$ cat config.mk
export PLATFORM = sky130hd
export DESIGN_NAME = mem_printer
export DESIGN_NICKNAME = d
export VERILOG_FILES = /design/src/rtl/mem_printer.sv
export SDC_FILE = /design/constraint.sdc
export NUM_CORES = 1
export LEC_CHECK = 0
export ABC_AREA = 1
export BUFFER_PORTS_ARGS = -buffer_cell sky130_fd_sc_hd__clkbuf_2
export CAP_MARGIN = 20
export CORE_MARGIN = 5
export CORE_UTILIZATION = 60
export DETAILED_ROUTE_END_ITERATION = 6
export PLACE_DENSITY = 0.81
export SLEW_MARGIN = 10
export SYNTH_ARGS = -nofsm -noshare
export SYNTH_HDL_FRONTEND = slang
export SYNTH_SLANG_ARGS = --single-unit
$ cat constraint.sdc
create_clock -name clk_i -period 15.8 [get_ports clk_i]
set_clock_uncertainty 0.05 [all_clocks]
set_input_delay 2.37 -clock clk_i [delete_from_list [all_inputs] [get_ports clk_i]]
set_output_delay 2.37 -clock clk_i [all_outputs]
set_load 0.02 [all_outputs]
$ cat src/rtl/mem_printer.sv
// Memory-mapped character printer: DATA writes push byte lanes into a FIFO drained by a valid/ready sink.
// Latency: response one cycle after accept; a pushed byte reaches char_data_o on the cycle after the write.
// Backpressure: BLOCKING=1 holds accept low while a DATA write does not fit; BLOCKING=0 drops and counts it.
module mem_printer #(
  parameter logic [31:0] ADDR_START = 32'h10000000,
  parameter int          FIFO_DEPTH = 16,
  parameter bit          BLOCKING   = 1'b1
) (
  input  logic        clk_i,
  input  logic        rst_i,
  input  logic [31:0] mem_d_addr_i,
  input  logic [31:0] mem_d_data_wr_i,
  input  logic        mem_d_rd_i,
  input  logic [3:0]  mem_d_wr_i,
  input  logic [10:0] mem_d_req_tag_i,
  output logic        mem_d_accept_o,
  output logic        mem_d_ack_o,
  output logic        mem_d_error_o,
  output logic [31:0] mem_d_data_rd_o,
  output logic [10:0] mem_d_resp_tag_o,
  output logic        char_valid_o,
  output logic [7:0]  char_data_o,
  input  logic        char_ready_i
);

  localparam int PW = $clog2(FIFO_DEPTH);
  localparam int LW = PW + 1;

  localparam logic [1:0] OFF_DATA   = 2'd0;
  localparam logic [1:0] OFF_STATUS = 2'd1;
  localparam logic [1:0] OFF_CTRL   = 2'd2;

  // Registered state
  logic [7:0]    fifo_mem_q [FIFO_DEPTH];
  logic [7:0]    fifo_mem_d [FIFO_DEPTH];
  logic [PW-1:0] wr_ptr_q, wr_ptr_d;
  logic [PW-1:0] rd_ptr_q, rd_ptr_d;
  logic [LW-1:0] level_q, level_d;
  logic          ovf_q, ovf_d;
  logic [14:0]   drop_q, drop_d;
  logic          ack_q, ack_d;
  logic          err_q, err_d;
  logic [31:0]   rdata_q, rdata_d;
  logic [10:0]   tag_q, tag_d;

  // Request decode
  logic          is_req;
  logic [1:0]    offset;
  logic          bad_req;
  logic          data_wr;
  logic          ctrl_wr;
  logic          status_rd;
  logic [2:0]    lane_cnt;
  logic [LW-1:0] free_cnt;
  logic          fits;
  logic          accept;
  logic          do_push;
  logic          drop_event;
  logic          pop;
  logic [31:0]   status_word;

  // Only the offset bits are decoded; the window base is resolved upstream.
  logic unused_addr;
  assign unused_addr = ^{ADDR_START, mem_d_addr_i[31:4], mem_d_addr_i[1:0]};

  always_comb begin
    is_req    = mem_d_rd_i | (|mem_d_wr_i);
    offset    = mem_d_addr_i[3:2];
    bad_req   = is_req & ((offset == 2'd3) | (mem_d_rd_i & (|mem_d_wr_i)));
    data_wr   = is_req & ~bad_req & (offset == OFF_DATA) & (|mem_d_wr_i);
    ctrl_wr   = is_req & ~bad_req & (offset == OFF_CTRL) & (|mem_d_wr_i);
    status_rd = is_req & ~bad_req & (offset == OFF_STATUS) & mem_d_rd_i;

    lane_cnt = 3'd0;
    for (int i = 0; i < 4; i++) begin
      lane_cnt = lane_cnt + {2'b00, mem_d_wr_i[i]};
    end

    // Free space uses the registered level only: a pop this cycle is not credited.
    free_cnt = LW'(FIFO_DEPTH) - level_q;
    fits     = (LW'(lane_cnt) <= free_cnt);

    accept     = is_req & ~rst_i & ~(BLOCKING & data_wr & ~fits);
    do_push    = accept & data_wr & fits;
    drop_event = accept & data_wr & ~fits;

    status_word = {ovf_q, drop_q, {(16 - LW){1'b0}}, level_q};
  end

  assign mem_d_accept_o = accept;

  // FIFO push / pop
  assign char_valid_o = (level_q != '0) & ~rst_i;
  assign char_data_o  = fifo_mem_q[rd_ptr_q];
  assign pop          = char_valid_o & char_ready_i;

  always_comb begin
    fifo_mem_d = fifo_mem_q;
    wr_ptr_d   = wr_ptr_q;
    // Enabled lanes land in consecutive slots, lane 0 first.
    if (do_push) begin
      for (int i = 0; i < 4; i++) begin
        if (mem_d_wr_i[i]) begin
          fifo_mem_d[wr_ptr_d] = mem_d_data_wr_i[8*i +: 8];
          wr_ptr_d             = wr_ptr_d + PW'(1);
        end
      end
    end
    rd_ptr_d = rd_ptr_q + PW'(pop);
    level_d  = level_q + (do_push ? LW'(lane_cnt) : '0) - LW'(pop);
  end

  // Overflow / drop bookkeeping; a clear takes precedence over a drop.
  always_comb begin
    ovf_d  = ovf_q;
    drop_d = drop_q;
    if (drop_event) begin
      ovf_d = 1'b1;
      if (drop_q != 15'h7FFF) begin
        drop_d = drop_q + 15'd1;
      end
    end
    if (ctrl_wr && accept) begin
      ovf_d  = 1'b0;
      drop_d = 15'd0;
    end
  end

  // Response channel
  always_comb begin
    ack_d   = accept;
    err_d   = accept & bad_req;
    tag_d   = accept ? mem_d_req_tag_i : tag_q;
    rdata_d = (accept && status_rd) ? status_word : 32'd0;
  end

  assign mem_d_ack_o      = ack_q;
  assign mem_d_error_o    = err_q;
  assign mem_d_data_rd_o  = rdata_q;
  assign mem_d_resp_tag_o = tag_q;

  always_ff @(posedge clk_i) begin
    if (rst_i) begin
      wr_ptr_q <= '0;
      rd_ptr_q <= '0;
      level_q  <= '0;
      ovf_q    <= 1'b0;
      drop_q   <= '0;
      ack_q    <= 1'b0;
      err_q    <= 1'b0;
      rdata_q  <= '0;
      tag_q    <= '0;
    end else begin
      wr_ptr_q <= wr_ptr_d;
      rd_ptr_q <= rd_ptr_d;
      level_q  <= level_d;
      ovf_q    <= ovf_d;
      drop_q   <= drop_d;
      ack_q    <= ack_d;
      err_q    <= err_d;
      rdata_q  <= rdata_d;
      tag_q    <= tag_d;
    end
  end

  // Character storage is not reset; the pointers and level define validity.
  always_ff @(posedge clk_i) begin
    fifo_mem_q <= fifo_mem_d;
  end

endmodule

# Word level (Yosys, flattened, before mapping)
# Index checks and enable logic that the tools add are counted.
# totals
reg_bits	202
word_cells	124
out_inout_bits	55
inputBits	83
# op_classes
eq_ne	4
mux	30
magnitude_cmp	10
reduce_logical	12
bitwise	30
n_addsub	12
# op_table
op	n
128-bit 2-to-1 mux	7
128-bit bitwise mux	4
8-bit demux with 4-bit select	4
8-bit 2-to-1 mux	6
8-bit binary-select mux with 4-bit select	1
4-bit 2-to-1 mux	7
5-bit greater-or-equal comparator, second input constant	5
4-bit inverter with 5-bit output	5
5-bit by 1-bit less-than comparator with 1-bit output, second input constant	4
1-bit bitwise AND	18
4-bit by 1-bit adder with 4-bit output, second input constant	4
15-bit by 1-bit adder with 15-bit output, second input constant	1
15-bit inequality test, second input constant	1
1-bit logical AND	6
5-bit by 3-bit adder with 5-bit output	1
3-bit by 5-bit <= comparator with 1-bit output	1
1-bit inverter	5
5-bit nonzero test	1
5-bit by 1-bit subtractor with 5-bit output	1
5-bit subtractor, first input constant	1
4-bit by 1-bit adder with 4-bit output	1
2-bit equality test, second input constant	2
2-bit OR reduction	2
4-bit OR reduction	1
other kinds (8)	9

# Logic depth before layout (Yosys ltp)
# Gate-level depths: netlist of run 1.
# depth
ltp_word	27
depth_mapped	24
ltp_nobuf	23

# Worst setup path after synthesis of run 1
# No wires, ideal clock.
# synth_timing
kind	input-to-reg
from	input port mem_d_wr_i[3]
to	register level_q[4]
arrival_ns	8.517
path_stages	24
setup_slack_ns	7.105
setup_ns	0.128
path_buffers	1
t_required_ns	15.622
path_cell_list	clkbuf_1 -> inv_1 -> fa_1 -> inv_1 -> ha_1 -> ha_1 -> ha_1 -> nand2_1 -> nor2_1 -> nor2_1 -> a21oi_1 -> nand2_1 -> nand2_1 -> inv_1 -> nand2_1 -> ha_1 -> inv_1 -> ha_1 -> inv_1 -> fa_1 -> nor3_1 -> a211oi_1 -> o21ai_0 -> a21oi_1
# synth_via
elab_chain_cells	16
word_cells_on_any_way	21
classes_between	3 x add/sub; 1 x order compare; 1 x mux; 15 x bitwise; 1 x reduce/logical
# synth_rtl
item	line	source
start: declaration	14	input logic [3:0] mem_d_wr_i,
branches (longest 13 deep; another with 3-bit by 5-bit <= comparator with 1-bit output)	-	
3-bit 2-to-1 mux (*)	110	level_d = level_q + (do_push ? LW'(lane_cnt) : '0) - LW'(pop);
5-bit by 3-bit adder with 5-bit output (*)	110	
5-bit by 1-bit subtractor with 5-bit output (*)	110	
end signal: assignment	156	level_q <= level_d;
end: declaration	38	logic [LW-1:0] level_q, level_d;
# Mark *: on every way between the ends.
# A chain may end at the register's enable or synchronous reset.

# Worst setup path after layout of run 1
# layout_timing
from	input port mem_d_wr_i[1]
to	output port mem_d_accept_o
# layout_via
elab_chain_cells	11
word_cells_on_any_way	18
classes_between	3 x add/sub; 1 x order compare; 13 x bitwise; 1 x reduce/logical
# layout_rtl
item	line	source
branches (longest 10 deep; another with 3-bit by 5-bit <= comparator with 1-bit output)	-	
1-bit bitwise AND (*)	83	accept = is_req & ~rst_i & ~(BLOCKING & data_wr & ~fits);
end: declaration	16	output logic mem_d_accept_o,
# Marked as above.

==> results.ini, run 1 <==
[global_route]
grt_pass1_vias = 13903
grt_overflow = 0
grt_max_degree = 74
grt_usage_pct = 37.24
grt_pass1_wl_um = 77120
antenna_found_initial = 1

[clock_network]
cts_resized = 0
numClockSinks = 191
root_buffer = clkbuf_16
cts_tree = done
clock_path_buffers = 2
cts_setup_buffers = 0
clkSlewWorstSetupHoldPaths_ns = 0.08
cts_buffers = 17
cts_hold_buf = 0
clkLatencyLatePin_ns = 0.45
h-tree-depth = 4

[yosys]
ys.warnings.count = 0
ys_seq_area_share_pct = 35.75
synthDistinctLibCells = 38
syn_area_mm2 = 0.01428
syn_area_per_cell_um2 = 6.694
synth-seq-cells = 191
netlist_instances = 2133

[layout]
layout_commonest_cell = nand2_1
nets = 2223
area_growth_pct = 6.458
fin_cells = 2438
layout_common_cells = nand2_1 (716), o21ai_0 (371), inv_1 (129), edfxtp_1 (128), nor2_1 (123)
drive_gt1_share_pct = 8.782

[routing]
drt_iter0_drc = 2305
route.detailed.drc = 0
wire_per_inst_um = 20.63
ant_nets = 0
routed_wl_um = 50290
drt_first_pass_iters = 6
via_per_inst = 6.205
num_vias = 15129

[timing]
fin_crit_ns = 7.820
fmax_mhz = 127.9
setup_viol = 0
slew_headroom_pct = 34.91
worst_pin_slew_ns = 0.9764
tns_ns = 0
rsz0062_at_grt = false
slew_viol_final = 0
final_hold_viol_count = 0
period_share_pct = 49.49

[power_and_ir_drop]
power.density_mw_per_mm2 = 99.57
p_comb_share_pct = 29.7
fin_total_pwr_mw = 1.514
p_seq_share_pct = 39.1
swShare_pct = 38.00
p_int_mw = 0.9385
p_sw_mw = 0.5751
p_clk_share_pct = 31.2
vdd_drop_max_mv = 0.07670
p_leak_nw = 6.802

[critical_path]
end_kind = output port
critPathKind = in2out
worstPathRequired_ns = 13.38
crit_path_max_fanout = 24
start_kind = primary input
rr_worst_depth = 17
arrival_ns = 5.40

[hold_path]
min_path_cells = 2
hp-class = reg2reg

[die]
core_mm2 = 0.02347
io_pins = 138
die-area_mm2 = 0.02698
rows = 56
die_width_um = 164.3
start_util_pct = 60.83
die_h_um = 164.3

[placement]
dp_cells = 2404
hpwl_um = 32470
port_buffers = 96
place_congestion = 1.026

[run_status]
status = completed

[run]
cap_violations = 0

[metrics by stage]
| step | hold slack, ns | setup WS [ns] | area, µm² | util, % |
|---|---|---|---|---|
| after floorplan | 0.3664 | 7.105 | 14320 | - |
| after global placement | 0.3737 | 7.742 | 14540 | 61.92 |
| after detailed placement | 0.3778 | 7.686 | 14540 | 61.92 |
| after CTS | 0.3867 | 7.653 | 15170 | 64.62 |
| after global routing | 0.4036 | 7.778 | 15200 | 64.76 |
| final | 0.3840 | 7.980 | 15200 | 64.76 |
[cell families after synthesis]
kind of cell | count (synthesis) | synth area share [%]
AOI/OAI and AO/OA | 507 | 18.44
xor gates and xnor gates | 3 | 0.1841
adders and majority gates | 35 | 3.172
buffers and inverters | 308 | 8.964
DFF | 191 | 35.75
muxes | 32 | 2.243
other | 1 | 0.02626
and+or+nand+nor | 1056 | 31.22
[cells in the mapped netlist]
cell	instances	share of area [%]
a211oi_1	2	0.11
a21o_1	1	0.053
a21oi_1	56	2.0
a22oi_1	1	0.053
and3_1	1	0.044
buf_1	9	0.24
buf_2	23	0.81
buf_4	20	1.1
buf_6	2	0.16
clkbuf_1	108	2.8
clkinv_1	7	0.18
conb_1	1	0.026
dfxtp_1	63	8.8
edfxtp_1	128	27
fa_1	2	0.28
ha_1	33	2.9
inv_1	130	3.4
inv_2	7	0.18
inv_4	2	0.088
mux2i_1	32	2.2
nand2_1	716	19
nand2_2	11	0.48
nand2_4	6	0.47
nand3_1	99	3.5
nand3_2	11	0.77
nand4_1	74	3.2
nor2_1	124	3.3
nor2_2	6	0.26
nor2_4	2	0.16
nor3_1	4	0.14
nor3b_1	1	0.053
o211ai_1	33	1.7
o21ai_0	371	13
o21ai_1	42	1.5
o31ai_1	1	0.053
or2_2	1	0.044
xnor2_1	1	0.061
xor2_1	2	0.12
[flip-flops by register name, indices dropped and copies added, names as in the netlist]
signal and flops:
fifo_mem_q 128, rd_ptr_q 4, level_q 5, wr_ptr_q 4, mem_d_error_o 1, mem_d_data_rd_o 21, drop_q 15, mem_d_ack_o 1
ovf_q 1, mem_d_resp_tag_o 11
[worst paths after layout]
kind / from / end / slack [ns]
worst max-delay path: mem_d_wr_i[1] / mem_d_accept_o / 7.98
worst min-delay path: drop_q[7]$_SDFFE_PP0P_ / mem_d_data_rd_o[23]$_SDFF_PP0_ / 0.38
worst max register to register: wr_ptr_q[0]$_SDFFE_PP0N_ / fifo_mem_q[92]$_DFFE_PN_ / 11.14
worst min register to register: drop_q[7]$_SDFFE_PP0P_ / mem_d_data_rd_o[23]$_SDFF_PP0_ / 0.38
[per-layer routing]
layer  track usage [%]  part of all wire (%)  routed length, µm
met3             6.976                    13               6734
met1             48.23                    36              18100
met4             22.99                   6.7               3350
met5                 0                     0                  0
met2             57.65                    44              22110
[power by group through the flow]
stage          sequential, mW  combinational (mW)  clock (mW)
2_1_floorplan           0.599               0.318           0
3_3_place_gp            0.601               0.420           0
3_5_place_dp            0.602               0.432           0
4_1_cts                 0.591               0.435       0.468
5_1_grt                 0.595               0.494       0.490
6_report                0.592               0.449       0.473
[layout make-up]
type	instances	area (µm²)
Antenna cell	1	2.502
Inverter	146	555.5
Timing Repair Buffer	105	568.0
Clock inverter	14	193.9
Sequential cell	191	5109
Fill cell	2108	8272
Clock buffer	18	439.2
Tap cell	319	399.1
Multi-Input combinational cell	1644	7934
[critical path, stage by stage]
cell and delay [ns]:
clkbuf_2 0.17, inv_1 0.15, fa_1 0.54, inv_1 0.05
ha_1 0.20, ha_1 0.20, ha_1 0.33, a21o_1 0.19
nor2_1 0.09, a21oi_1 0.05, nand2_1 0.09, nor2_1 0.08
nor2_2 0.59, clkbuf_2 0.29
(Power assumes the default switching activity.)
==> run 2, diff against run 1 <==
CORE_UTILIZATION = 55   (was 60)
PLACE_DENSITY = 0.78   (was 0.81)
clock period = 7.1 ns   (was 15.8 ns; I/O delays follow)
==> results.ini, run 2 (synthesized netlist as in run 1, its figures left out) <==
[run_status]
status = complete, but fails checks
violations = DRC

[routing]
drt_iter0_drc = 2201
ant_nets = 0
via_per_inst = 6.064
drt_first_pass_iters = 7
wire_per_inst_um = 20.16
route.detailed.drc = 1
num_vias = 14888
routed_wl_um = 49500

[power_and_ir_drop]
vdd_drop_max_mv = 0.1250
swShare_pct = 38.80
p_sw_mw = 1.311
p_seq_share_pct = 39.4
power.density_mw_per_mm2 = 221.6
p_int_mw = 2.068
p_clk_share_pct = 31.9
p_comb_share_pct = 28.6
fin_total_pwr_mw = 3.379
p_leak_nw = 6.809

[placement]
place_congestion = 1.047
placed_cell_area_mm2 = 0.01457
dp_cells = 2422
post-place-ws_ns = 1.490
port_buffers = 96
hpwl_um = 32200

[layout]
fin_cells = 2455
drive_gt1_share_pct = 8.821
layout_common_cells = nand2_1 (716), o21ai_0 (371), inv_1 (129), edfxtp_1 (128), nor2_1 (124)
nets = 2225
layout_commonest_cell = nand2_1
largest_register_ffs = 128
top_register = fifo_mem_q
fin_area_mm2 = 0.01525
diodes = 0
area_growth_pct = 6.800

[clock_network]
cts_tree = done
cts_setup_buffers = 0
cts_resized = 0
clkSlewWorstSetupHoldPaths_ns = 0.09
h-tree-depth = 4
numClockSinks = 191
cts_buffers = 17
clkLatencyLatePin_ns = 0.46
clock_path_buffers = 2
root_buffer = clkbuf_16
cts_hold_buf = 0

[die]
die-area_mm2 = 0.02928
core_mm2 = 0.02584
rows = 59
io_pins = 138
start_util_pct = 55.26
die_h_um = 171.1
die_width_um = 171.1

[global_route]
antenna_found_initial = 0
use_met3_pct = 6.816
grt_overflow = 0
use_met1_pct = 42.52
met2_usage_pct = 53.07
grt_pass1_vias = 13899
busiest_layer = met2
grt_usage_pct = 33.37
grt_pass1_wl_um = 76040
grt_max_degree = 68

[critical_path]
crit_chain = clkbuf_2 > inv_4 > fa_1 > inv_1 > ha_1 > ha_1 > ha_1 > nand2_1 > nor2_1 > nor2_1 > a21oi_1 > nand2_1 > nand2_1 > clkinvlp_4 > buf_4 > buf_4 > o21ai_0 > o211ai_1 > inv_1
end_kind = flip-flop
start_kind = primary input
worstPathRequired_ns = 7.40
critPathKind = in2reg
critPathSlowestCell = buf_4
arrival_ns = 5.35
crit_path_max_fanout = 67
rr_worst_depth = 16
slowest_delay_ns = 0.84

[timing]
setup_ws_ns = 2.054
period_share_pct = 71.06
slew_headroom_pct = 36.76
final_hold_viol_count = 0
worst_pin_slew_ns = 0.9450
slew_viol_final = 0
setup_viol = 0
tns_ns = 0
fmax_mhz = 198.2
fin_crit_ns = 5.046
rsz0062_at_grt = false

[hold_path]
hp-class = reg2reg
min_path_cells = 2

[run]
cap_violations = 0

run 2: cell types whose count changed in the layout (fill, tap and decap cells not counted), sizes merged:
cell      previous run  this run
bufinv               1         0
inv                146       150
clkinvlp             0         1
clkinv              13        10
buf                  9        11
diode                1         0
clkbuf             114       113
run 2: path summary, 6_finish.rpt:
| kind | startpoint | endpoint | slack (ns) |
|---|---|---|---|
| max | mem_d_wr_i[0] | wr_ptr_q[0]$_SDFFE_PP0N_ | 2.05 |
| min | drop_q[14]$_SDFFE_PP0P_ | drop_q[14]$_SDFFE_PP0P_ | 0.39 |
| max reg2reg | wr_ptr_q[0]$_SDFFE_PP0N_ | fifo_mem_q[74]$_DFFE_PN_ | 2.43 |
| min reg2reg | drop_q[14]$_SDFFE_PP0P_ | drop_q[14]$_SDFFE_PP0P_ | 0.39 |
run 2: cell type report:
class	count	area, µm²
Clock buffer	17	425.4
Inverter	146	556.8
Fill cell	2416	10590
Timing Repair Buffer	107	583.1
Multi-Input combinational cell	1644	7931
Clock inverter	15	225.2
Sequential cell	191	5109
Tap cell	335	419.2
run 2: worst max-delay path: cells and delay by family:
kind	cells	cell delay, ns
fa+ha+maj	4	1.32
simple gates	5	0.51
buf+inv	7	2.06
compound gates	3	0.40
run 2: per-layer routing:
| layer | routed length, µm | vias up |
|---|---|---|
| met2 | 21970 | 1012 |
| met3 | 6197 | 247 |
| met5 | 0 | - |
| li1 | - | 7074 |
| met4 | 3270 | 0 |
| met1 | 18060 | 6555 |
run 2: power groups by stage:
stage                     clock network (mW)  logic, mW  registers [mW]
after detailed placement                   0      0.935            1.35
after CTS                               1.08      0.942            1.33
after global placement                     0      0.917            1.35
after floorplan                            0      0.708            1.33
after global routing                    1.13       1.07            1.34
final                                   1.08      0.967            1.33
run 2: through the flow:
step / hold slack [ns] / utilization (%)
3_5_place_dp: 0.3763 / 56.40
5_1_grt: 0.4006 / 59.02
3_3_place_gp: 0.3737 / 56.40
6_report: 0.3906 / 59.02
2_1_floorplan: 0.3664 / -
4_1_cts: 0.3906 / 58.92
